### src/rtl/led_s2p_rx.sv
// Serial-to-parallel receiver for the LED shift chain: oversamples sclk/sclrn/sin/EN and publishes a word on the EN latch.
// Optional LED_S2P_GLITCH_FILTER_EN: an sclk/EN edge counts only after the synced level has held for 2 clk.
module led_s2p_rx #(
  parameter int DATA_BITS       = 16,
  parameter int DATA_COUNT_BITS = 5,
  parameter bit DIR             = 1'b0
) (
  input  logic                 clk,
  input  logic                 rst,
  input  logic                 sclk,
  input  logic                 sclrn,
  input  logic                 sin,
  input  logic                 EN,
  output logic [DATA_BITS-1:0] PData,
  output logic                 valid,
  output logic                 frame_err,
  output logic                 busy,
  output logic [1:0]           state_dbg
);

  typedef enum logic [1:0] {S_IDLE = 2'd0, S_SHIFT = 2'd1, S_FULL = 2'd2, S_OVR = 2'd3} state_t;

  // [0] first sync stage, [1] synced level, [2] previous synced level for edge detect
  logic [2:0] sclk_q;
  logic [2:0] en_q;
  logic [1:0] sin_q;
  logic [1:0] sclrn_q;

  always_ff @(posedge clk) begin
    if (rst) begin
      sclk_q  <= '0;
      en_q    <= '0;
      sin_q   <= '0;
      sclrn_q <= 2'b11;
    end else begin
      sclk_q  <= {sclk_q[1:0], sclk};
      en_q    <= {en_q[1:0], EN};
      sin_q   <= {sin_q[0], sin};
      sclrn_q <= {sclrn_q[0], sclrn};
    end
  end

  logic sclk_rise;
  logic en_rise;

`ifdef LED_S2P_GLITCH_FILTER_EN
  // Filtered levels follow the synced line only once it has been stable for two samples
  logic sclk_f_q;
  logic en_f_q;

  always_ff @(posedge clk) begin
    if (rst) begin
      sclk_f_q <= 1'b0;
      en_f_q   <= 1'b0;
    end else begin
      if (sclk_q[1] == sclk_q[2]) sclk_f_q <= sclk_q[2];
      if (en_q[1] == en_q[2])     en_f_q   <= en_q[2];
    end
  end

  assign sclk_rise = sclk_q[1] & sclk_q[2] & ~sclk_f_q;
  assign en_rise   = en_q[1] & en_q[2] & ~en_f_q;
`else
  assign sclk_rise = sclk_q[1] & ~sclk_q[2];
  assign en_rise   = en_q[1] & ~en_q[2];
`endif

  state_t                     state_q, state_d;
  logic [DATA_BITS-1:0]       sr_q, sr_d;
  logic [DATA_COUNT_BITS-1:0] cnt_q, cnt_d;
  logic [DATA_BITS-1:0]       pdata_q, pdata_d;
  logic                       valid_q, valid_d;
  logic                       err_q, err_d;
  logic [DATA_COUNT_BITS-1:0] cnt_inc;

  assign cnt_inc = cnt_q + DATA_COUNT_BITS'(1);

  always_ff @(posedge clk) begin
    if (rst) begin
      state_q <= S_IDLE;
      sr_q    <= '0;
      cnt_q   <= '0;
      pdata_q <= '0;
      valid_q <= 1'b0;
      err_q   <= 1'b0;
    end else begin
      state_q <= state_d;
      sr_q    <= sr_d;
      cnt_q   <= cnt_d;
      pdata_q <= pdata_d;
      valid_q <= valid_d;
      err_q   <= err_d;
    end
  end

  // Priority: serial clear, then latch, then shift; a shift coinciding with a latch is dropped
  always_comb begin
    state_d = state_q;
    sr_d    = sr_q;
    cnt_d   = cnt_q;
    pdata_d = pdata_q;
    valid_d = 1'b0;
    err_d   = 1'b0;
    if (!sclrn_q[1]) begin
      state_d = S_IDLE;
      sr_d    = '0;
      cnt_d   = '0;
    end else if (en_rise) begin
      if (state_q == S_FULL) begin
        pdata_d = sr_q;
        valid_d = 1'b1;
      end else begin
        err_d = 1'b1;
      end
      state_d = S_IDLE;
      sr_d    = '0;
      cnt_d   = '0;
    end else if (sclk_rise && state_q != S_OVR) begin
      if (DIR == 1'b0) sr_d = {sr_q[DATA_BITS-2:0], sin_q[1]};
      else             sr_d = {sin_q[1], sr_q[DATA_BITS-1:1]};
      cnt_d = cnt_inc;
      if (state_q == S_FULL)                             state_d = S_OVR;
      else if (cnt_inc == DATA_COUNT_BITS'(DATA_BITS))  state_d = S_FULL;
      else                                               state_d = S_SHIFT;
    end
  end

  assign PData     = pdata_q;
  assign valid     = valid_q;
  assign frame_err = err_q;
  assign busy      = (state_q != S_IDLE);
  assign state_dbg = state_q;

endmodule
### config.mk
export PLATFORM = sky130hd
export DESIGN_NAME = led_s2p_rx
export DESIGN_NICKNAME = d
export VERILOG_FILES = /design/src/rtl/led_s2p_rx.sv
export SDC_FILE = /design/constraint.sdc
export NUM_CORES = 1
export LEC_CHECK = 0
export ABC_AREA = 0
export BUFFER_PORTS_ARGS = -buffer_cell sky130_fd_sc_hd__buf_4
export CAP_MARGIN = 10
export CORE_ASPECT_RATIO = 1.4
export CORE_MARGIN = 10
export CORE_UTILIZATION = 60
export CTS_CLUSTER_DIAMETER = 200
export DETAILED_ROUTE_END_ITERATION = 16
export PLACE_DENSITY = 0.92
export SYNTH_ARGS = -nofsm -noshare
export SYNTH_HDL_FRONTEND = slang
export SYNTH_SLANG_ARGS = --single-unit
### constraint.sdc
create_clock -name clk -period 2.2 [get_ports clk]
set_input_delay 0.11 -clock clk [delete_from_list [all_inputs] [get_ports clk]]
set_output_delay 0.11 -clock clk [all_outputs]
set_load 0.01 [all_outputs]
==> metrics, run 1 <==
worst path required time=2.41 ns; Main synth FF type=dfxtp_1; Clock power frac=0.362; XOR/XNOR share of the synthesized area=0.00432; # resized after CTS=0; layout cells sized above 1=0.181; RSZ-0062 raised after global routing=false; Top delay family on crit path=simple AND/OR/NAND/NOR gates; initial antenna violation count=0; most frequent cells in the layout=dfxtp_1, a21oi_1, nand3_1, buf_4, o21ai_0; largest family of logic cells by synthesized area=compound AO/OA/AOI/OAI gates; Post-Synthesis Cell Area=2030 um^2; max-cap viol count=0; number of synthesized register bits=51; setup tns final=0 ns; Area contributors post-synth=dfxtp_1, a21oi_1, nand3_1, o21ai_0, nor2b_1; Synth Area in Adders=0.0124; Max Used Layer=met4; ys async rst share=0; leading cell type in the layout, fill and taps excluded=dfxtp_1; Initial Util=0.636; total wire length=4270 um; Synth-to-Final Area Change=13.0%; Seq pwr share=0.595; CP max FO=17; Place WS=0.577 ns; Max stage delay on crit path=0.56 ns; fin crit period=1.65 ns; syn nets=232; final design instance area without fill=2290 um^2; P_int=1220 uW; P_leak=0.000818 uW; clock latency on the worst-skew pair=0.32 ns; vias per cell=5.98; CTS clk-pin slew, worst paths=0.10 ns; GR Util All Layers=0.143; largest net degree at the start of global routing=29; share of the synthesized area in the top cell type=0.504; complex-gate fraction of the synthesized area=0.208; Worst Path Arrival=1.86 ns; Setup violations, final=0; fmax=605 MHz; floorplan core area=3180 um^2; Avg Cell Area, Syn=9.04 um^2; met2 WL=2050 um; Switch Pwr=363 uW; met3 wire length=338 um; Setup CP Type=reg2reg; Routed Antenna Nets=0; status=completed; mux contribution to synthesized area=0.00494; setup ws final=0.547 ns; deepest clock path buffer count=2; die area=6130 um^2; antenna cells=0; Comb pwr share=0.043; Worst-Margin Slew=0.632 ns; initial drt markers=68; Slew Viols, Final=0; PD cells=689 nW/um^2; hold_sp=EN; post-synth cell types=41; Worst Reg-to-Reg Cells=3; worst path cell trace=nand4bb_1 > o21ai_0 > a21oi_1; crit path capture type=register; hold endpoint=en_q[0]$_SDFF_PP0_; worst path bufs/invs=0; synthesized instance count=224; Clock Skew=0.0117 ns; HPWL after DPL=2700 um; CTS Root Cell=clkbuf_8; DIE HEIGHT=88.8 um; Post-synth EDFFs=0; num rows=24; TritonCTS clock tree=yes; Final #Nets=250; vias in the first global route=1638; filler cell count=256; global-route wire length before repair=7360 um; period utilization=0.751; post-synthesis sequential area ratio=0.504; post-route DRC violation count=0; Peak VDD IR=0.716 mV; GPL Wtd Cong=0.771; PortBufs=26; Sw Ratio=0.230; crit path launch type=register; yosys warns=0; Post-Synth Simple-Gate Area=0.200; R2R Path Start=state_dbg[1]$_SDFFE_PP0P_; slowest CP cell=nand4bb_1; I/O pin cnt=27; H-tree levels=2; DR vias=1687; slew margin rel.=0.576; worst reg2reg endpoint=PData[13]$_SDFFE_PP0P_; Placed Area=2160 um^2; r2r setup slk=0.55 ns; Hold Path Class=in2reg; Hold Vio Cnt, Final=0; 1st-pass router iterations=4; CTS buffer count=5; clock sink total=51; Die Wd=69.1 um; routed len/inst=15.1 um; GRT Residual Overflow=0; total power draw=1580 uW; DRT met1 WL=1800 um; WHS Path Cells=2; cell taking the most area after synthesis=dfxtp_1
[state kept, by name, summed over array words and instances (netlist names)]
register and count:
sr_q 16, cnt_q 5, PData 16, sclrn_q 2, state_dbg 2, valid 1, sclk_q 3, frame_err 1
en_q 3, sin_q 2
[how the worst max path moves through the flow]
stage | from | endpoint | slack, ns | depth (start not counted)
2_1_floorplan | cnt_q[0]$_SDFFE_PP0P_ | cnt_q[2]$_SDFFE_PP0P_ | 0.84 | 4
3_3_place_gp | state_dbg[1]$_SDFFE_PP0P_ | PData[0]$_SDFFE_PP0P_ | 0.67 | 3
3_5_place_dp | state_dbg[1]$_SDFFE_PP0P_ | PData[7]$_SDFFE_PP0P_ | 0.58 | 3
4_1_cts | state_dbg[1]$_SDFFE_PP0P_ | PData[7]$_SDFFE_PP0P_ | 0.52 | 3
5_1_grt | state_dbg[1]$_SDFFE_PP0P_ | PData[13]$_SDFFE_PP0P_ | 0.33 | 3
6_report | state_dbg[1]$_SDFFE_PP0P_ | PData[13]$_SDFFE_PP0P_ | 0.55 | 3
[through the flow]
| stage | hold slack, ns | std cells | utilization |
|---|---|---|---|
| after global placement | 0.297 | 271 | 0.679 |
| after global routing | 0.0305 | 282 | 0.719 |
| after floorplan | 0.214 | 224 | - |
| final | 0.0309 | 282 | 0.719 |
| after CTS | 0.00489 | 282 | 0.719 |
| after detailed placement | 0.303 | 271 | 0.679 |
[worst reg2reg max path, stage by stage, from the launching register on]
cell and delay, ns:
dfxtp_1 0.48, nand4bb_1 0.56, o21ai_0 0.41, a21oi_1 0.10
[power groups by stage]
stage / Combinational (uW) / Sequential (uW) / Clock [uW]
global route: 73.9 / 940 / 622
CTS: 67.4 / 939 / 581
detailed placement: 63.0 / 960 / 0
floorplan: 47.7 / 959 / 0
finish: 68.0 / 939 / 572
global placement: 61.4 / 960 / 0
[final cells by class]
class                   instances  area [um^2]  share of cell area
clock buffers                   6         82.6              0.0361
clock inverters                 2         16.3             0.00710
inverters                       3         11.3             0.00492
multi-input cells             150          870               0.380
flip-flops and latches         51         1020               0.446
well taps                      39         48.8              0.0213
repair buffers                 31          240               0.105
[routing by layer]
layer	vias up	GRT usage
met4	0	0.0697
met1	792	0.154
met5	-	0
met2	59	0.238
li1	828	-
met3	8	0.0605
[synthesized netlist by cell type, types with 2 or more instances]
library cell / number
nand2b_1: 2
nand2_1: 2
nand3_1: 34
buf_4: 4
o31ai_1: 2
nor2b_1: 9
ha_1: 2
buf_6: 3
a31oi_1: 2
nor2_1: 2
dfxtp_1: 51
inv_1: 3
buf_2: 5
o21ai_1: 8
a21oi_1: 36
clkbuf_1: 6
or4_1: 2
o21ai_0: 26
or2_2: 3
[kinds of logic (layout without fill, tap and decap cells)]
logic type,after synthesis,in the layout
xor+xnor,1,1
fa+ha+maj,2,2
buf+inv,23,42
compound gates,79,79
flops,51,51
simple gates,67,67
mux,1,1
[repair_timing]
action | 4_1_cts | 5_1_grt
hold buffers | 3 | 0
endpoints found under the setup margin | 0 | 0
setup buffers | 0 | 0
hold endpoints to repair | 3 | 0
(Power assumes the default switching activity.)
==> inputs of run 2 (changes only) <==
ABC_AREA = 1   (was 0)
CORE_UTILIZATION = 55   (was 60)
PLACE_DENSITY = 0.86   (was 0.92)
clock period = 1.6 ns   (was 2.2 ns; I/O delays follow)
==> run 2 against run 1 <==
  * Wire length shrank 21%
  * Sequential power rose by 42%
  * Utilization shrank 2.8 points
  * Maximum frequency is 29% higher
  * Critical path depth grew 3
  * Power is 37% higher
  * Cell count up 7.4%
  * First-iteration DRC count fell by 43%
  * Clock skew fell by 0.0073 ns
  * Register-to-register slack worse by 0.23 ns
  * Non-clock buffer count is 3 higher
  * Largest power group unchanged
==> metrics, run 2 <==
status=completed; P_int=1670 uW (+38%); CTS clk-pin slew, worst paths=0.08 ns (-0.02 ns); floorplan core area=3150 um^2 (-0.94%); Peak VDD IR=0.847 mV (+18%); fin crit period=1.28 ns (-0.373 ns); CTS buffer count=5 (unchanged); setup ws final=0.320 ns (-0.227 ns); Worst Path Arrival=1.51 ns (-0.35 ns); total wire length=3390 um (-21%); Initial Util=0.583 (-0.0535); crit path launch type=register; post-route DRC violation count=0 (unchanged); worst path cell trace=inv_2 > nor2_4 > nand3_4 > clkinv_2 > nor2_1 > nor2_1; # resized after CTS=0 (unchanged); DIE HEIGHT=88.4 um (-0.39%); worst path required time=1.83 ns (-0.58 ns); fmax=781 MHz (+29%); share of the synthesized area in the top cell type=0.555 (+0.0515); num rows=24 (unchanged); Area contributors post-synth=dfxtp_1, nor2_1, o21ai_0, inv_1, nand2_1; setup tns final=0 ns (unchanged); Post-synth EDFFs=0 (unchanged); worst path bufs/invs=2 (+2); Synth-to-Final Area Change=18.6%; slew margin rel.=0.791 (+0.215); Routed Antenna Nets=0 (unchanged); Clock Skew=0.00441 ns (-0.00730 ns); antenna cells=0 (unchanged); yosys warns=0 (unchanged); GRT Residual Overflow=0 (unchanged); Comb pwr share=0.066 (+0.023); filler cell count=272 (+6.3%); Sw Ratio=0.224 (-0.00574); syn nets=240 (+3.4%); leading cell type in the layout, fill and taps excluded=nor2_1; cell taking the most area after synthesis=dfxtp_1; Setup CP Type=reg2reg; GR Util All Layers=0.118 (-0.0250); I/O pin cnt=27 (unchanged); Top delay family on crit path=simple AND/OR/NAND/NOR gates; Post-Synth Simple-Gate Area=0.241 (+0.0409); deepest clock path buffer count=2 (unchanged); GPL Wtd Cong=0.761 (-1.2%); 1st-pass router iterations=4 (unchanged); ys async rst share=0 (unchanged); vias in the first global route=1337 (-18%); Avg Cell Area, Syn=7.92 um^2 (-12%); Hold Vio Cnt, Final=0 (unchanged); Post-Synthesis Cell Area=1840 um^2 (-9.3%); CTS Root Cell=clkbuf_8; period utilization=0.800 (+0.0486); vias per cell=4.93 (-18%); slowest CP cell=dfxtp_1; number of synthesized register bits=51 (unchanged); Clock power frac=0.317 (-0.045); P_leak=0.000991 uW (+21%); initial antenna violation count=0 (unchanged); DR vias=1495 (-11%); PD cells=990 nW/um^2 (+44%); routed len/inst=11.2 um (-26%); synthesized instance count=232 (+3.6%); top-count cell post-synth=nor2_1; largest net degree at the start of global routing=23 (-21%); PortBufs=26 (unchanged); post-synthesis sequential area ratio=0.555 (+0.0515); Synth Area in Adders=0.0136 (+0.00126); global-route wire length before repair=5560 um (-24%); H-tree levels=2 (unchanged); Worst-Margin Slew=0.310 ns (-0.322 ns); max-cap viol count=0 (unchanged); Setup violations, final=0 (unchanged); die area=6090 um^2 (-0.75%); complex-gate fraction of the synthesized area=0.117 (-0.0904); setup repair bufs after CTS=0 (unchanged); largest family of logic cells by synthesized area=simple AND/OR/NAND/NOR gates; Die Wd=68.9 um (-0.36%); Switch Pwr=484 uW (+33%); layout cells sized above 1=0.178 (-0.00304); clock latency on the worst-skew pair=0.30 ns (-0.02 ns); XOR/XNOR share of the synthesized area=0 (-0.00432); CP max FO=18 (+1); Place WS=0.317 ns (-0.260 ns); mux contribution to synthesized area=0 (-0.00494); initial drt markers=39 (-43%); HPWL after DPL=2390 um (-12%); crit path capture type=register; post-synth cell types=22 (-46%); RSZ-0062 raised after global routing=false; Final #Nets=271 (+8.4%); Main synth FF type=dfxtp_1; most frequent cells in the layout=nor2_1, dfxtp_1, o21ai_0, buf_4, inv_1; TritonCTS clock tree=yes; Max stage delay on crit path=0.42 ns (-0.14 ns); clock sink total=51 (unchanged); CP most frequent cell=nor2_1; Slew Viols, Final=0 (unchanged); synth cell count leaders=nor2_1, dfxtp_1, o21ai_0; Hold Path Class=in2reg; Seq pwr share=0.617 (+0.022)
run 2: worst paths after layout:
kind,startpoint,end,slack [ns],cells past startpoint
max,state_dbg[1]$_SDFFE_PP0P_,PData[0]$_SDFFE_PP0P_,0.32,6
max reg2reg,state_dbg[1]$_SDFFE_PP0P_,PData[0]$_SDFFE_PP0P_,0.32,6
min reg2reg,sin_q[0]$_SDFF_PP0_,sin_q[1]$_SDFF_PP0_,0.41,2
min,rst,sclk_q[1]$_SDFF_PP0_,0.03,2
run 2: through the flow:
stage                     hold slack, ns  cells  total power, uW  area (um^2)  utilization
final                             0.0329    303             2160         2180        0.691
after global routing              0.0343    303             2270         2180        0.691
after CTS                         0.0314    303             2170         2180        0.691
after floorplan                    0.184    232             1450         1840            -
after global placement             0.264    291             1490         2060        0.653
after detailed placement           0.268    291             1500         2060        0.653
run 2: layout make-up:
type,count,area (um^2),share of cell area
flip-flops and latches,51,1020,0.468
multi-input cells,150,683,0.313
repair buffers,34,265,0.122
inverters,21,80.1,0.0367
clock buffers,7,76.3,0.0350
well taps,39,48.8,0.0224
clock inverters,1,5.00,0.00230
run 2: kinds of logic after synthesis:
| kind of cell | after synthesis |
|---|---|
| flip-flops | 51 |
| AND/OR/NAND/NOR | 105 |
| adder cells (fa/ha/maj) | 2 |
| AO/OA/AOI/OAI | 43 |
| buffers and inverters | 31 |
run 2: repair_timing:
item / CTS / global route
endpoints found under the setup margin: 0 / 0
hold buffers: 4 / 0
hold endpoints to repair: 4 / 0
run 2: power groups by stage:
stage	Combinational, uW	Sequential (uW)	Clock (uW)
after floorplan	91.3	1360	0
after global placement	131	1360	0
after detailed placement	134	1360	0
after CTS	143	1330	700
after global routing	163	1340	766
final	142	1330	685
run 2: worst register-to-register path, delay by kind of cell (launching register included):
kind / cells / cell delay, ns
and+or+nand+nor: 4 / 0.49
DFF: 1 / 0.42
buffers and inverters: 2 / 0.32
run 2: layer usage:
layer | vias to the layer above | global-route usage | routed length (um)
li1 | 789 | - | -
met1 | 668 | 0.125 | 1410
met2 | 30 | 0.191 | 1650
met3 | 8 | 0.0532 | 254
met4 | 0 | 0.0576 | 79
met5 | - | 0 | 0
==> inputs of run 3 (changes only) <==
clock period = 1.2 ns   (was 1.6 ns; I/O delays follow)
==> run 3 against run 2 <==
  * Combinational power is 58% higher
  * Cell count is 3.0% higher
  * Sequential share of layout area is 2.5 points lower
  * Clock power is 39% higher
  * Power is 37% higher
  * Largest power group unchanged
  * Setup slack worse by 0.27 ns
  * Flip-flop and latch count stayed put
  * Worst hold slack better by 0.058 ns
  * Cell area is 6.3% higher
  * Clock skew hardly changed
  * Largest cell class unchanged
==> metrics, run 3 (same netlist as run 2, synthesis figures left out) <==
CTS Root Cell=clkbuf_8; global-route wire length before repair=6020 um (+8.3%); Worst Path Arrival=1.35 ns (-0.16 ns); max-cap viol count=0 (unchanged); setup repair bufs after CTS=0 (unchanged); Hold WS=0.0913 ns (+0.0584 ns); GPL Wtd Cong=0.730 (-4.1%); CTS buffer count=5 (unchanged); initial drt markers=56 (+44%); Place WS=-0.0265 ns (-0.343 ns); Initial Util=0.583 (unchanged); Peak VDD IR=1.12 mV (+32%); initial antenna violation count=0 (unchanged); layer carrying the most global-route usage=met2; die area=6090 um^2 (unchanged); PortBufs=26 (unchanged); post-route DRC violation count=0 (unchanged); TritonCTS clock tree=yes; layout cells sized above 1=0.220 (+0.0417); Setup CP Type=in2reg; vias per cell=4.84 (-1.8%); worst path required time=1.40 ns (-0.43 ns); leading cell type in the layout, fill and taps excluded=nor2_1; 1st-pass router iterations=4 (unchanged); Seq. cell area=1030 um^2 (+0.74%); H-tree levels=2 (unchanged); crit path capture type=register; GR Util met1=0.134 (+0.00931); utilization after layout=0.735 (+0.0437); DR vias=1511 (+1.1%); Final #Nets=280 (+3.3%); hold_sp=rst; routed len/inst=12.4 um (+10%); filler cell count=257 (-5.5%); setup ws final=0.0501 ns (-0.270 ns); WHS Path Cells=4 (+2); fmax=870 MHz; Slew Viols, Final=0 (unchanged); Multi-input gate area=718 um^2 (+5.1%); total power draw=2950 uW (+37%); HPWL after DPL=2590 um (+8.7%); Worst-Margin Slew=0.286 ns (-0.0243 ns); final design instance area without fill=2320 um^2 (+6.3%); total wire length=3860 um (+14%); I/O pin cnt=27 (unchanged); Synth-to-Final Area Change=26.1%; met2 Use GR=0.218 (+0.0267); largest net degree at the start of global routing=23 (unchanged); vias in the first global route=1428 (+6.8%); R2R Path Start=state_dbg[1]$_SDFFE_PP0P_; PD cells=1280 nW/um^2 (+29%); Clock Skew=0.00442 ns (+0.0000101 ns); period utilization=0.958; GR Util All Layers=0.130 (+0.0121); Worst Reg-to-Reg Cells=5 (-1); global-route track usage on met3=0.0506 (-0.00253); r2r setup slk=0.08 ns (-0.24 ns); clock sink total=51 (unchanged); slew margin rel.=0.808 (+0.0163); Setup violations, final=0 (unchanged); antenna cells=0 (unchanged); CTS clk-pin slew, worst paths=0.09 ns (about the same); floorplan core area=3150 um^2 (unchanged); P_leak=0.00103 uW (+4.2%); DIE HEIGHT=88.4 um (unchanged); fin crit period=1.15 ns; num rows=24 (unchanged); deepest clock path buffer count=2 (unchanged); most frequent cells in the layout=nor2_1, dfxtp_1, buf_4, o21ai_0, inv_1; GRT Residual Overflow=0 (unchanged); status=completed; Hold Vio Cnt, Final=0 (unchanged); CP max FO=1 (-17); Hold Path Class=in2reg; worst reg2reg endpoint=PData[0]$_SDFFE_PP0P_; crit path launch type=input port; clock latency on the worst-skew pair=0.30 ns (about the same); Placed Area=2090 um^2 (+1.5%); Routed Antenna Nets=0 (unchanged); Die Wd=68.9 um (unchanged); hold endpoint=frame_err$_SDFF_PP0_
[run 3: cell count changes in the layout (fill, tap and decap cells not counted), sizes merged]
cell / delta
clkinvlp: +2
dlygate4sd3: +4
clkbuf: -2
nand3: +1
buf: +4
[run 3: timing repair]
| item | in CTS | in global routing |
|---|---|---|
| gates resized for setup | 4 | 20 |
| hold buffers | 8 | 0 |
| pin swaps | 0 | 1 |
| gates cloned | 0 | 1 |
| endpoints found under the hold margin | 7 | 0 |
| endpoints found under the setup margin | 16 | 23 |
[run 3: layout make-up]
class                      count  area share
inverter                      21      0.0405
timing repair buffer          42       0.146
sequential                    51       0.444
clock buffer                   5      0.0297
clock inverter                 3     0.00864
tap                           39      0.0211
multi-input combinational    151       0.310
[run 3: metal layers]
layer,vias up,wire [um]
li1,810,-
met1,663,1580
met2,33,1950
met3,5,261
met4,0,69
met5,-,0
[run 3: worst max-delay path, stage by stage]
cell and delay, ns:
dlygate4sd3_1 0.54, buf_4 0.13, inv_1 0.05, nor2_1 0.03, dlygate4sd3_1 0.54
[run 3: worst max-delay path by stage]
stage / startpoint / end / slack (ns) / cells after the start
2_1_floorplan: state_dbg[1]$_SDFFE_PP0P_ / PData[10]$_SDFFE_PP0P_ / 0.03 / 6
3_3_place_gp: state_dbg[1]$_SDFFE_PP0P_ / PData[8]$_SDFFE_PP0P_ / 0.03 / 6
3_5_place_dp: state_dbg[1]$_SDFFE_PP0P_ / PData[11]$_SDFFE_PP0P_ / -0.03 / 6
4_1_cts: state_dbg[1]$_SDFFE_PP0P_ / PData[11]$_SDFFE_PP0P_ / -0.01 / 6
5_1_grt: state_dbg[1]$_SDFFE_PP0P_ / PData[14]$_SDFFE_PP0P_ / -0.0002 / 6
6_report: sclk / sclk_q[0]$_SDFF_PP0_ / 0.05 / 5
[run 3: power breakdown]
part / switching (uW) / internal, uW
Sequential: 36.9 / 1740
Clock: 546 / 406
Combinational: 122 / 103
[run 3: metrics by stage]
stage	setup TNS, ns	instances
after floorplan	0	232
after global placement	0	295
after detailed placement	-0.108	295
after CTS	-0.0214	311
after global routing	-0.000227	312
final	0	312
